`src/rtl/sensor_pkg.sv`:
```
// Shared types, command/response codes and helpers for the sensor result packer.
package sensor_pkg;

  localparam int unsigned BYTE_W = 8;
  localparam int unsigned CNT_W  = 23;

  typedef enum logic [2:0] {
    ST_IDLE      = 3'd0,
    ST_START     = 3'd1,
    ST_WAIT_BUSY = 3'd2,
    ST_WAIT_DONE = 3'd3,
    ST_CHECK     = 3'd4,
    ST_SEND0     = 3'd5,
    ST_SEND1     = 3'd6
  } state_t;

  localparam logic [BYTE_W-1:0] CMD_STATUS   = 8'h00;
  localparam logic [BYTE_W-1:0] CMD_TEMP     = 8'h01;
  localparam logic [BYTE_W-1:0] CMD_HUMIDITY = 8'h02;

  localparam logic [BYTE_W-1:0] RESP_OK      = 8'h00;
  localparam logic [BYTE_W-1:0] RESP_TEMP    = 8'h09;
  localparam logic [BYTE_W-1:0] RESP_HUM     = 8'h0A;
  localparam logic [BYTE_W-1:0] RESP_ERR     = 8'h1F;
  localparam logic [BYTE_W-1:0] RESP_UNKNOWN = 8'hEE;

  // Decoder bytes arrive LSB-first; flip them into normal bit order.
  function automatic logic [BYTE_W-1:0] bit_rev8(input logic [BYTE_W-1:0] b);
    logic [BYTE_W-1:0] r;
    for (int i = 0; i < int'(BYTE_W); i++) begin
      r[i] = b[BYTE_W-1-i];
    end
    return r;
  endfunction

endpackage

```
`src/rtl/sensor_checksum.sv`:
```
// Bit-corrects the raw decoder bytes and checks the 8-bit additive checksum.
module sensor_checksum
  import sensor_pkg::*;
(
  input  logic [BYTE_W-1:0] hum_int,
  input  logic [BYTE_W-1:0] hum_float,
  input  logic [BYTE_W-1:0] temp_int,
  input  logic [BYTE_W-1:0] temp_float,
  input  logic [BYTE_W-1:0] crc,
  output logic [BYTE_W-1:0] hum_c,
  output logic [BYTE_W-1:0] temp_c,
  output logic              ok_c
);

  logic [BYTE_W-1:0] hum_f;
  logic [BYTE_W-1:0] temp_f;
  logic [BYTE_W-1:0] crc_r;
  logic [BYTE_W-1:0] sum;

  // Reverse each byte, then compare the carry-dropped sum with the checksum.
  always_comb begin
    hum_c  = bit_rev8(hum_int);
    hum_f  = bit_rev8(hum_float);
    temp_c = bit_rev8(temp_int);
    temp_f = bit_rev8(temp_float);
    crc_r  = bit_rev8(crc);
    sum    = BYTE_W'(hum_c + hum_f + temp_c + temp_f);
    ok_c   = (sum == crc_r);
  end

endmodule

```
`src/rtl/sensor_result_packer.sv`:
```
// Runs one DHT decoder read per command and returns a two-byte response.
module sensor_result_packer
  import sensor_pkg::*;
#(
  parameter int unsigned BUSY_TMO = 16,
  parameter int unsigned DONE_TMO = 8_000_000
) (
  input  logic              clk,
  input  logic              rst_n,
  input  logic              cmd_valid,
  input  logic [BYTE_W-1:0] cmd,
  output logic              cmd_ready,
  output logic              dec_en,
  output logic              dec_rst,
  input  logic [BYTE_W-1:0] hum_int,
  input  logic [BYTE_W-1:0] hum_float,
  input  logic [BYTE_W-1:0] temp_int,
  input  logic [BYTE_W-1:0] temp_float,
  input  logic [BYTE_W-1:0] crc,
  input  logic              dec_wait,
  output logic [BYTE_W-1:0] tx_data,
  output logic              tx_valid,
  input  logic              tx_ready,
  output logic              busy
);

  localparam logic [CNT_W-1:0] BUSY_LAST = CNT_W'(BUSY_TMO - 1);
  localparam logic [CNT_W-1:0] DONE_LAST = CNT_W'(DONE_TMO - 1);

  state_t            state, state_n;
  logic [CNT_W-1:0]  cnt, cnt_n;
  logic [BYTE_W-1:0] cmd_q, cmd_n;
  logic              unk_q, unk_n;
  logic              err_q, err_n;
  logic [BYTE_W-1:0] temp_res, temp_res_n;
  logic [BYTE_W-1:0] hum_res, hum_res_n;
  logic [BYTE_W-1:0] resp0, resp1;
  logic [BYTE_W-1:0] tx_data_n;
  logic              dec_en_n;
  logic [BYTE_W-1:0] hum_c, temp_c;
  logic              ok_c;

  sensor_checksum u_checksum (
    .hum_int   (hum_int),
    .hum_float (hum_float),
    .temp_int  (temp_int),
    .temp_float(temp_float),
    .crc       (crc),
    .hum_c     (hum_c),
    .temp_c    (temp_c),
    .ok_c      (ok_c)
  );

  // State, context and registered outputs.
  always_ff @(posedge clk or negedge rst_n) begin
    if (!rst_n) begin
      state     <= ST_IDLE;
      cnt       <= '0;
      cmd_q     <= '0;
      unk_q     <= 1'b0;
      err_q     <= 1'b0;
      temp_res  <= '0;
      hum_res   <= '0;
      cmd_ready <= 1'b1;
      busy      <= 1'b0;
      dec_en    <= 1'b0;
      dec_rst   <= 1'b0;
      tx_valid  <= 1'b0;
      tx_data   <= '0;
    end else begin
      state     <= state_n;
      cnt       <= cnt_n;
      cmd_q     <= cmd_n;
      unk_q     <= unk_n;
      err_q     <= err_n;
      temp_res  <= temp_res_n;
      hum_res   <= hum_res_n;
      cmd_ready <= (state_n == ST_IDLE);
      busy      <= (state_n != ST_IDLE);
      dec_en    <= dec_en_n;
      dec_rst   <= (state_n == ST_START);
      tx_valid  <= (state_n == ST_SEND0) || (state_n == ST_SEND1);
      tx_data   <= tx_data_n;
    end
  end

  // Next-state, flag/result updates and next output values.
  always_comb begin
    state_n    = state;
    cmd_n      = cmd_q;
    unk_n      = unk_q;
    err_n      = err_q;
    temp_res_n = temp_res;
    hum_res_n  = hum_res;

    case (state)
      ST_IDLE: begin
        if (cmd_valid) begin
          err_n = 1'b0;
          if (cmd <= CMD_HUMIDITY) begin
            cmd_n   = cmd;
            unk_n   = 1'b0;
            state_n = ST_START;
          end else begin
            unk_n   = 1'b1;
            state_n = ST_SEND0;
          end
        end
      end
      ST_START: state_n = ST_WAIT_BUSY;
      ST_WAIT_BUSY: begin
        if (dec_wait) begin
          state_n = ST_WAIT_DONE;
        end else if (cnt == BUSY_LAST) begin
          err_n   = 1'b1;
          state_n = ST_SEND0;
        end
      end
      ST_WAIT_DONE: begin
        if (!dec_wait) begin
          state_n = ST_CHECK;
        end else if (cnt == DONE_LAST) begin
          err_n   = 1'b1;
          state_n = ST_SEND0;
        end
      end
      ST_CHECK: begin
        if (ok_c) begin
          err_n      = 1'b0;
          temp_res_n = temp_c;
          hum_res_n  = hum_c;
        end else begin
          err_n = 1'b1;
        end
        state_n = ST_SEND0;
      end
      ST_SEND0: if (tx_ready) state_n = ST_SEND1;
      ST_SEND1: if (tx_ready) state_n = ST_IDLE;
      default:  state_n = ST_IDLE;
    endcase

    cnt_n    = (state_n != state) ? '0 : CNT_W'(cnt + 1'b1);
    dec_en_n = (state_n == ST_START) || (dec_en && (state_n != ST_IDLE));

    // Response pair selected from the flags as they will stand next cycle.
    if (unk_n) begin
      resp0 = RESP_UNKNOWN;
      resp1 = '0;
    end else if (err_n) begin
      resp0 = RESP_ERR;
      resp1 = '0;
    end else if (cmd_n == CMD_TEMP) begin
      resp0 = RESP_TEMP;
      resp1 = temp_res_n;
    end else if (cmd_n == CMD_HUMIDITY) begin
      resp0 = RESP_HUM;
      resp1 = hum_res_n;
    end else begin
      resp0 = RESP_OK;
      resp1 = '0;
    end

    case (state_n)
      ST_SEND0: tx_data_n = resp0;
      ST_SEND1: tx_data_n = resp1;
      default:  tx_data_n = '0;
    endcase
  end

endmodule

```
`config.mk`:
```
export PLATFORM = sky130hd
export DESIGN_NAME = sensor_result_packer
export DESIGN_NICKNAME = d
export VERILOG_FILES = /design/src/rtl/sensor_pkg.sv /design/src/rtl/sensor_checksum.sv /design/src/rtl/sensor_result_packer.sv
export SDC_FILE = /design/constraint.sdc
export NUM_CORES = 1
export LEC_CHECK = 0
export CAP_MARGIN = 40
export CORE_AREA = 3 3 84 86
export CTS_BUF_LIST = sky130_fd_sc_hd__clkbuf_8
export CTS_CLUSTER_DIAMETER = 150
export DETAILED_ROUTE_END_ITERATION = 7
export DIE_AREA = 0 0 87 89
export PLACE_DENSITY_LB_ADDON = 0.3
export RECOVER_POWER = 100
export REMOVE_ABC_BUFFERS = 1
export SKIP_CTS_REPAIR_TIMING = 1
export SYNTH_ARGS = -nofsm -noshare
export SYNTH_HDL_FRONTEND = slang
export SYNTH_SLANG_ARGS = --single-unit
```
`constraint.sdc`:
```
create_clock -name clk -period 5.3 [get_ports clk]
set_input_delay 0.795 -clock clk [delete_from_list [all_inputs] [get_ports clk]]
set_output_delay 0.795 -clock clk [all_outputs]
set_load 0.05 [all_outputs]
```
==> impl_summary.md <==
Floorplan
The die is slightly below 90 um tall. The horizontal die dimension is about 87 um. The full die area is approximately 0.0077 mm^2.

The area of the core is ~0.0063 mm^2. In this run the core area contains 29 standard-cell rows. The starting density of the core is between 50% and 60%. The total I/O pin count is 66.

Timing
The relative slew slack is -124%. The final critical-path required period is 4830 ps. The final clock skew is about 9 ps.

Derived from the worst setup path, the maximum achievable clock frequency is 207 MHz. The number of endpoints failing setup at the final stage is 0. In the final timing run, aggregate negative setup slack is 0 ps.

The transition time of the tightest slew-check pin is between 3000 and 4000 ps. The final hold violation count came to 0. Dividing the final minimum period by the clock period gives 91.2%.

Setup repair after global routing left no endpoint under its margin. The final-report max-slew violation count was 66.

Synth
The average cell area after synthesis is 11.1 um^2. In the synthesized netlist, mux cells make up around 5.5% of the area. Summing the areas of all compound-gate instances in the mapped netlist gives between 9 and 10% of the synthesized area.

After Yosys synthesis, full adders, half adders and majority gates account for roughly a tenth of the synthesized area. The main combinational cell family by area after synthesis is simple AND/OR/NAND/NOR gates. For this run, asynchronously set or reset flops after synthesis account for between 90% and 100%. The simple-gate area share of the yosys netlist is 18.6%. The proportion of synthesized chip area in sequential cells is 43.6%. The cell count after synthesis came out at 336. After synthesis, the netlist uses 52 different library cells. The synthesized netlist devotes a little under a tenth of its cell area to XOR and XNOR gates. The number of warnings reported in the yosys synthesis log is 0. For this run, the leading register cell type out of synthesis is sky130_fd_sc_hd__dfrtp_1. The synthesis-stage register bit count is 65.

Yosys mapped a number of flops with a built-in enable equal to 0. The synthesized netlist occupies a cell area of 0.00373 mm^2.

Placed design
Once placement finished, the instance area stood at between 0.004 and 0.005 mm^2. Including well taps, the total number of placed cells is around 470. The final weighted congestion in routability-driven placement is roughly 0.83.

The placed wire-length estimate after detailed placement is about 5500 um. In this run the tool buffered the top-level ports with 65 buffer cells.

Cells and area
The net count reported at finish is approximately 480. The layout-stage area growth over the synthesis result is 22.5%. The number of antenna diodes in the final layout is 0. Once layout is done, the placed cells without fillers occupy roughly 0.0046 mm^2. The count of cells in the finished layout, fillers not included, comes to 487. In the final layout, the share of cells above drive strength 1 is between 10% and 20%.

Worst setup path
The critical path's largest stage delay is roughly 580 ps. At the worst endpoint, the arrival time is roughly 5100 ps. The setup path with the least slack is of type input port to flop. The logic depth of the worst register-to-register path is 10. The slowest stage of the critical path belongs to the cell sky130_fd_sc_hd__dlygate4sd3_1. In this run the register-to-register setup slack is ~1500 ps. In this run the critical register-to-register path is launched from cnt[0]. The worst setup path is launched from an input port. At the worst endpoint, the required time is 5520 ps. Walking the worst path, the cells encountered are dlygate4sd3_1 > fa_1 > inv_1 > fa_1 > inv_1 > ha_1 > fa_1 > nand3_1 > nand2_1 > a31oi_1 > xnor2_1 > nand4_1 > nor2b_1 > buf_4 > mux2_1 > a221o_1. The maximum fanout along the worst path is 16. The cell seen most often among critical-path stages is sky130_fd_sc_hd__fa_1. The sort of element at the end of the critical path is a flop. The capturing point of the worst reg2reg path is cnt[22].

Clock tree
The clock edge transition at the registers on the reported setup and hold paths is 70 ps. The longest clock path from root to sink contains 2 buffers. The number of buffers created by CTS is 9. In this run the number of H-tree levels came out at 3. Clock latency on the worst-skew pair, taken at its later pin, is around 340 ps. CTS placed an instance of sky130_fd_sc_hd__clkbuf_8 at the clock tree root. TritonCTS built the clock tree.

The tree built by TritonCTS fans out to 65 sinks.

Worst hold path
The min-delay analysis places its worst path in the category flop to flop. The hold path startpoint is dec_en. The capture endpoint of the worst hold path is dec_en. Along the worst hold path, the cell count comes to 1.

Detailed routing
The first TritonRoute pass finished after 4 iterations. In this run, the number of DRC markers left after iteration 0 of detailed routing was about 110. The number of design rule violations left after detail routing is 0. After detailed routing, the average wire length per cell comes to about 15 um. The mean number of vias per cell is ~5.6. The wire length after detailed routing is between 7000 and 8000 um. The count of nets left with antenna violations once routing finished came out at 0. The via count of the routed design is 2734.

Power
The leakage power is 2.02 nW. The power share of the sequential group is ~37%. The share of power burned in the clock network is a little over a fifth. Per report_power, the combinational group accounts for roughly 41% of the total. For this design the total switching power over the nets is between 0.6 and 0.7 mW. Internal power comes to 1.06 mW. The areal power density over the cells is between 300 and 400 mW/mm^2. Net switching is 39.7% of the power. VDD sags by at most slightly above 0.0003 V.

Global route
The via count of the first global-routing pass is 2789. The first global-routing pass estimated about 13000 um of wire. The maximum number of pins on one net before global-route repair is 66. The number of antenna violations at the first check in global routing is 0. Summed over all layers, the global routing overflow is 0. Across every metal layer, demand over resource in global routing totals 21.5%.

Outcome
The flow ran to the end, but the final reports show violations. The final reports fail on max-capacitance violations, max-slew violations.

Flow run
The number of max-cap violations is 1.
cells by family (layout without fill, tap and decap cells):
kind of cell | after synthesis | after routing
AO/OA/AOI/OAI | 44 | 44
XOR/XNOR | 40 | 40
adder cells (fa/ha/maj) | 22 | 22
buffers and inverters | 28 | 102
flip-flops | 65 | 65
multiplexers | 18 | 18
AND/OR/NAND/NOR | 119 | 119
per-layer routing:
| layer | track usage, % | share of wire (%) | up-vias |
|---|---|---|---|
| met5 | 0 | 0 | - |
| met4 | 5.52 | 1.3 | 0 |
| li1 | - | - | 1295 |
| met1 | 26.9 | 42 | 1364 |
| met2 | 36.6 | 52 | 62 |
| met3 | 6.36 | 4.3 | 13 |
flip-flops by register name (all words and copies together) (netlist names):
name,count
cnt,23
cmd_q,8
hum_res,8
temp_res,8
tx_data,8
state,3
busy,1
cmd_ready,1
dec_en,1
dec_rst,1
err_q,1
tx_valid,1
unk_q,1
worst max-delay path, delay by kind of cell:
family | cells | cell delay, ps
mux | 1 | 370
simple gates | 4 | 540
fa+ha+maj | 4 | 1660
xor+xnor | 1 | 160
compound gates | 2 | 570
buf+inv | 4 | 930
power groups by stage:
stage | sequential (mW) | combinational, mW | clock [mW]
2_1_floorplan | 0.741 | 0.454 | 0
3_3_place_gp | 0.656 | 0.734 | 0
3_5_place_dp | 0.658 | 0.794 | 0
4_1_cts | 0.651 | 0.801 | 0.392
5_1_grt | 0.658 | 0.803 | 0.415
6_report | 0.648 | 0.729 | 0.384
synth_stat cells (all sizes together), types with 2 or more instances:
library cell | count | share of area (%)
nand3 | 13 | 1.9
or3 | 3 | 0.64
a21oi | 8 | 1.2
a21o | 2 | 0.44
and4 | 2 | 0.47
xor2 | 17 | 4.0
fa | 14 | 7.5
and2 | 9 | 1.5
mux2 | 18 | 5.5
a221o | 4 | 1.1
a31oi | 2 | 0.34
o21ai | 12 | 1.7
dfrtp | 64 | 43
a22oi | 5 | 1.0
nor2b | 3 | 0.50
nand2 | 19 | 1.9
nor3b | 5 | 1.0
nor4 | 10 | 2.0
o31ai | 3 | 0.97
ha | 8 | 2.7
nor2 | 38 | 5.3
xnor2 | 23 | 5.4
nand4 | 6 | 1.0
buf | 8 | 1.6
and3 | 7 | 1.2
o21bai | 2 | 0.40
inv | 19 | 1.9
layout make-up:
type	count	area, um^2
clock inverters	6	52.6
flip-flops and latches	65	1630
fillers	463	1780
inverters	19	71.3
clock buffers	9	124
repair buffers	68	661
well taps	77	96.3
multi-input cells	243	1940
through the flow:
stage / power [mW] / hold slack (ps) / util, % / worst slack (ps)
final: 1.76 / 486 / 71.9 / 468
after global routing: 1.88 / 507 / 71.9 / 280
after CTS: 1.84 / 492 / 72.7 / 636
after detailed placement: 1.45 / 477 / 70.0 / 311
after global placement: 1.39 / 469 / 69.6 / 416
after floorplan: 1.19 / 454 / - / 563
worst max path at each step:
stage                           from          to  slack (ps)
after floorplan           hum_int[6]  tx_data[6]         560
after global placement    hum_int[6]  tx_data[5]         420
after detailed placement  hum_int[6]  tx_data[6]         310
after CTS                 hum_int[6]  tx_data[6]         640
after global routing      hum_int[6]  tx_data[5]         280
final                     hum_int[6]  tx_data[5]         470
layout by cell type (no fill, tap or decap), types with 3 or more instances in the layout:
cell / netlist / final
sky130_fd_sc_hd__a21oi_1: 7 / 8
sky130_fd_sc_hd__a221o_1: 4 / 4
sky130_fd_sc_hd__a22oi_1: 5 / 5
sky130_fd_sc_hd__and2_0: 0 / 4
sky130_fd_sc_hd__and2_1: 9 / 5
sky130_fd_sc_hd__and3_1: 7 / 7
sky130_fd_sc_hd__clkbuf_8: 0 / 9
sky130_fd_sc_hd__clkdlybuf4s50_1: 0 / 49
sky130_fd_sc_hd__clkinv_2: 0 / 3
sky130_fd_sc_hd__dfrtp_1: 64 / 64
sky130_fd_sc_hd__dlygate4sd3_1: 0 / 15
sky130_fd_sc_hd__fa_1: 14 / 14
sky130_fd_sc_hd__ha_1: 8 / 8
sky130_fd_sc_hd__inv_1: 17 / 19
sky130_fd_sc_hd__mux2_2: 17 / 16
sky130_fd_sc_hd__nand2_1: 19 / 19
sky130_fd_sc_hd__nand3_1: 12 / 13
sky130_fd_sc_hd__nand4_1: 6 / 6
sky130_fd_sc_hd__nor2_1: 16 / 16
sky130_fd_sc_hd__nor2_2: 22 / 22
sky130_fd_sc_hd__nor2b_1: 3 / 3
sky130_fd_sc_hd__nor3b_1: 5 / 5
sky130_fd_sc_hd__nor4_1: 8 / 8
sky130_fd_sc_hd__o21ai_0: 9 / 12
sky130_fd_sc_hd__o31ai_1: 2 / 3
sky130_fd_sc_hd__xnor2_1: 23 / 23
sky130_fd_sc_hd__xor2_1: 17 / 17
(Power assumes the default switching activity.)
==> RTL change (config.mk and constraints unchanged) <==
Set the package constant `CNT_W` to 25 (it was 23).
--- a/src/rtl/sensor_pkg.sv
+++ b/src/rtl/sensor_pkg.sv
@@ -2,7 +2,7 @@
 package sensor_pkg;
 
   localparam int unsigned BYTE_W = 8;
-  localparam int unsigned CNT_W  = 23;
+  localparam int unsigned CNT_W  = 25;
 
   typedef enum logic [2:0] {
     ST_IDLE      = 3'd0,
Behaviour: same outputs for any inputs over 10 cycles, from zero or initial values and one cycle with rst_n low; that may be too few to reach the edited logic, so the function may still have changed.
==> RTL change against the original RTL <==
- the flow still finishes with violations (capacitance limit, slew limit)
- via count is 2.8% higher
- routed wire length is 8.5% higher
- design area is 0.49% higher
- worst setup slack worse by 6.3 ps
- clock skew is 1.7 ps higher
- count of clock-buffer cells in the layout stayed put
- total power is 0.27% higher
- synthesized area is 1.5% lower
- sequential cell count is 2 higher
- combinational power is 4.3% lower
- sequential share of layout area is 0.92 points higher
- die area stayed put
==> RTL change: results (changes against the original RTL) <==
status - finished, violations left (unchanged)
failing checks - capacitance limit, slew limit (unchanged)
r2r startpoint - cnt[9] (was cnt[0])
Place WS - 97.7 ps (was 311 ps)
Hold WC Path Type - reg -> reg (unchanged)
TritonRoute pass-1 iters - 4 (unchanged)
clk_skew - 10.8 ps (was 9.09 ps)
Most flops, register - cnt (unchanged)
GR Util All Layers - 0.222 (was 0.215)
fillers - 447 (was 463)
wirelength, routed - 8090 um (was 7460 um)
slowest stage delay, CP - 550 ps (was 580 ps)
Worst Max-Slew Pin Slew - 3470 ps (was 3360 ps)
Distinct cells, synth - 44 (was 52)
CTS H-tree depth - 3 (unchanged)
Max-Cap Viols - 1 (unchanged)
DRT iter0 DRCs - 177 (was 113)
Post-Place Cells - 487 (was 472)
FFs w/ async S/R, synth - 1.00 (unchanged)
placed cell area - 0.00442 mm^2 (was 0.00444 mm^2)
WHS Path Cells - 1 (unchanged)
clock latency on the worst-skew pair - 340 ps (about the same)
Setup WS post-layout - 462 ps (was 468 ps)
Reg-to-Reg End - cnt[21] (was cnt[22])
largest cells by area after synthesis - dfrtp_1 (45%), fa_1 (7.6%), xor2_1 (5.2%), mux2_2 (4.9%), xnor2_1 (4.3%) (was dfrtp_1 (43%), fa_1 (7.5%), xnor2_1 (5.4%), mux2_2 (5.1%), xor2_1 (4.0%))
Critical-path top delay cell - fa_1 (was dlygate4sd3_1)
GPL Wtd Cong - 0.840 (was 0.834)
Via Count - 2811 (was 2734)
first-pass GRT wire length - 13300 um (was 12900 um)
Critical Path Fanout Max - 16 (unchanged)
Peak supply drop - 0.305 mV (was 0.303 mV)
number of global-route vias before repair - 2816 (was 2789)
final std cells w/o fill - 503 (was 487)
dpl hpwl - 6040 um (was 5490 um)
sequential fraction of the synthesis area - 0.457 (was 0.436)
CTS Root Cell - clkbuf_8 (unchanged)
HP Start - temp_res[7] (was dec_en)
Crit path arrival time - 5040 ps (was 5060 ps)
Clock Path Buffers - 2 (unchanged)
R2R Setup Slk - 1950 ps (was 1540 ps)
share of cells above drive strength 1 - 0.0657 (was 0.149)
Slew Viols, Final - 68 (was 66)
pin count of the biggest net entering global routing - 68 (was 66)
Largest register FFs - 25 (was 23)
initial antenna violation count - 0 (unchanged)
n_diodes - 0 (unchanged)
Worst R2R Path Depth - 8 (was 10)
leakage - 2.09 nW (was 2.02 nW)
Num CTS Buffers - 9 (unchanged)
Post-synth top cells - dfrtp_1 (66), nor2_1 (37), nand2_1 (30) (was dfrtp_1 (64), xnor2_1 (23), nor2_2 (22))
mean area per synthesized cell - 10.5 um^2 (was 11.1 um^2)
Endpoint, Worst Hold - temp_res[7] (was dec_en)
delay-heaviest family, CP - adder cells (unchanged)
final routed DRC violation total - 0 (unchanged)
Yosys warning count - 0 (unchanged)
clock-pin slew on the worst setup and hold paths - 80 ps
PortBufs - 65 (unchanged)
[RTL change: logic make-up (layout without fill, tap and decap cells)]
kind of cell / after synthesis / in the layout / synth area share
adder cells (fa/ha/maj): 22 / 22 / 0.104
AND/OR/NAND/NOR: 123 / 123 / 0.166
multiplexers: 16 / 16 / 0.0490
flip-flops: 67 / 67 / 0.457
buffers and inverters: 30 / 106 / 0.0327
XOR/XNOR: 40 / 40 / 0.0954
AO/OA/AOI/OAI: 52 / 52 / 0.0971
[RTL change: worst max path at each step]
stage	cells after the start	end	start
2_1_floorplan	13	tx_data[3]	hum_int[6]
3_3_place_gp	15	tx_data[6]	hum_int[6]
3_5_place_dp	15	tx_data[1]	hum_int[6]
4_1_cts	15	tx_data[1]	hum_int[6]
5_1_grt	15	tx_data[1]	hum_int[6]
6_report	15	tx_data[1]	hum_int[6]
[RTL change: power breakdown]
| part | switching [mW] | internal (mW) |
|---|---|---|
| sequential | 0.0590 | 0.596 |
| combinational | 0.440 | 0.258 |
| clock | 0.196 | 0.216 |
| total | 0.695 | 1.07 |
[RTL change: per-stage QoR]
step,hold slack (ps),utilization
6_report,487,0.723
5_1_grt,503,0.723
4_1_cts,493,0.726
3_5_place_dp,473,0.695
3_3_place_gp,462,0.693
2_1_floorplan,454,-
[RTL change: layout make-up]
class | instances | area share
multi-input combinational | 253 | 0.409
sequential | 67 | 0.365
timing repair buffer | 69 | 0.146
clock buffer | 9 | 0.0270
tap | 77 | 0.0210
inverter | 21 | 0.0172
clock inverter | 7 | 0.0153
[RTL change: routing by layer]
layer,vias to the layer above,GRT usage,share of wire
li1,1346,-,-
met1,1391,0.280,0.44
met2,68,0.382,0.50
met3,6,0.0581,0.053
met4,0,0.0595,0.0068
met5,-,0,0
[RTL change: worst register-to-register path, cell delays in order (launching register included)]
cell      delay, ps
dfrtp_1         440
nor4_1          280
nand3_1         260
nor3_1          300
o21a_1          130
o21ai_0          90
o21ai_0         960
clkbuf_1        610
nor2_1          130
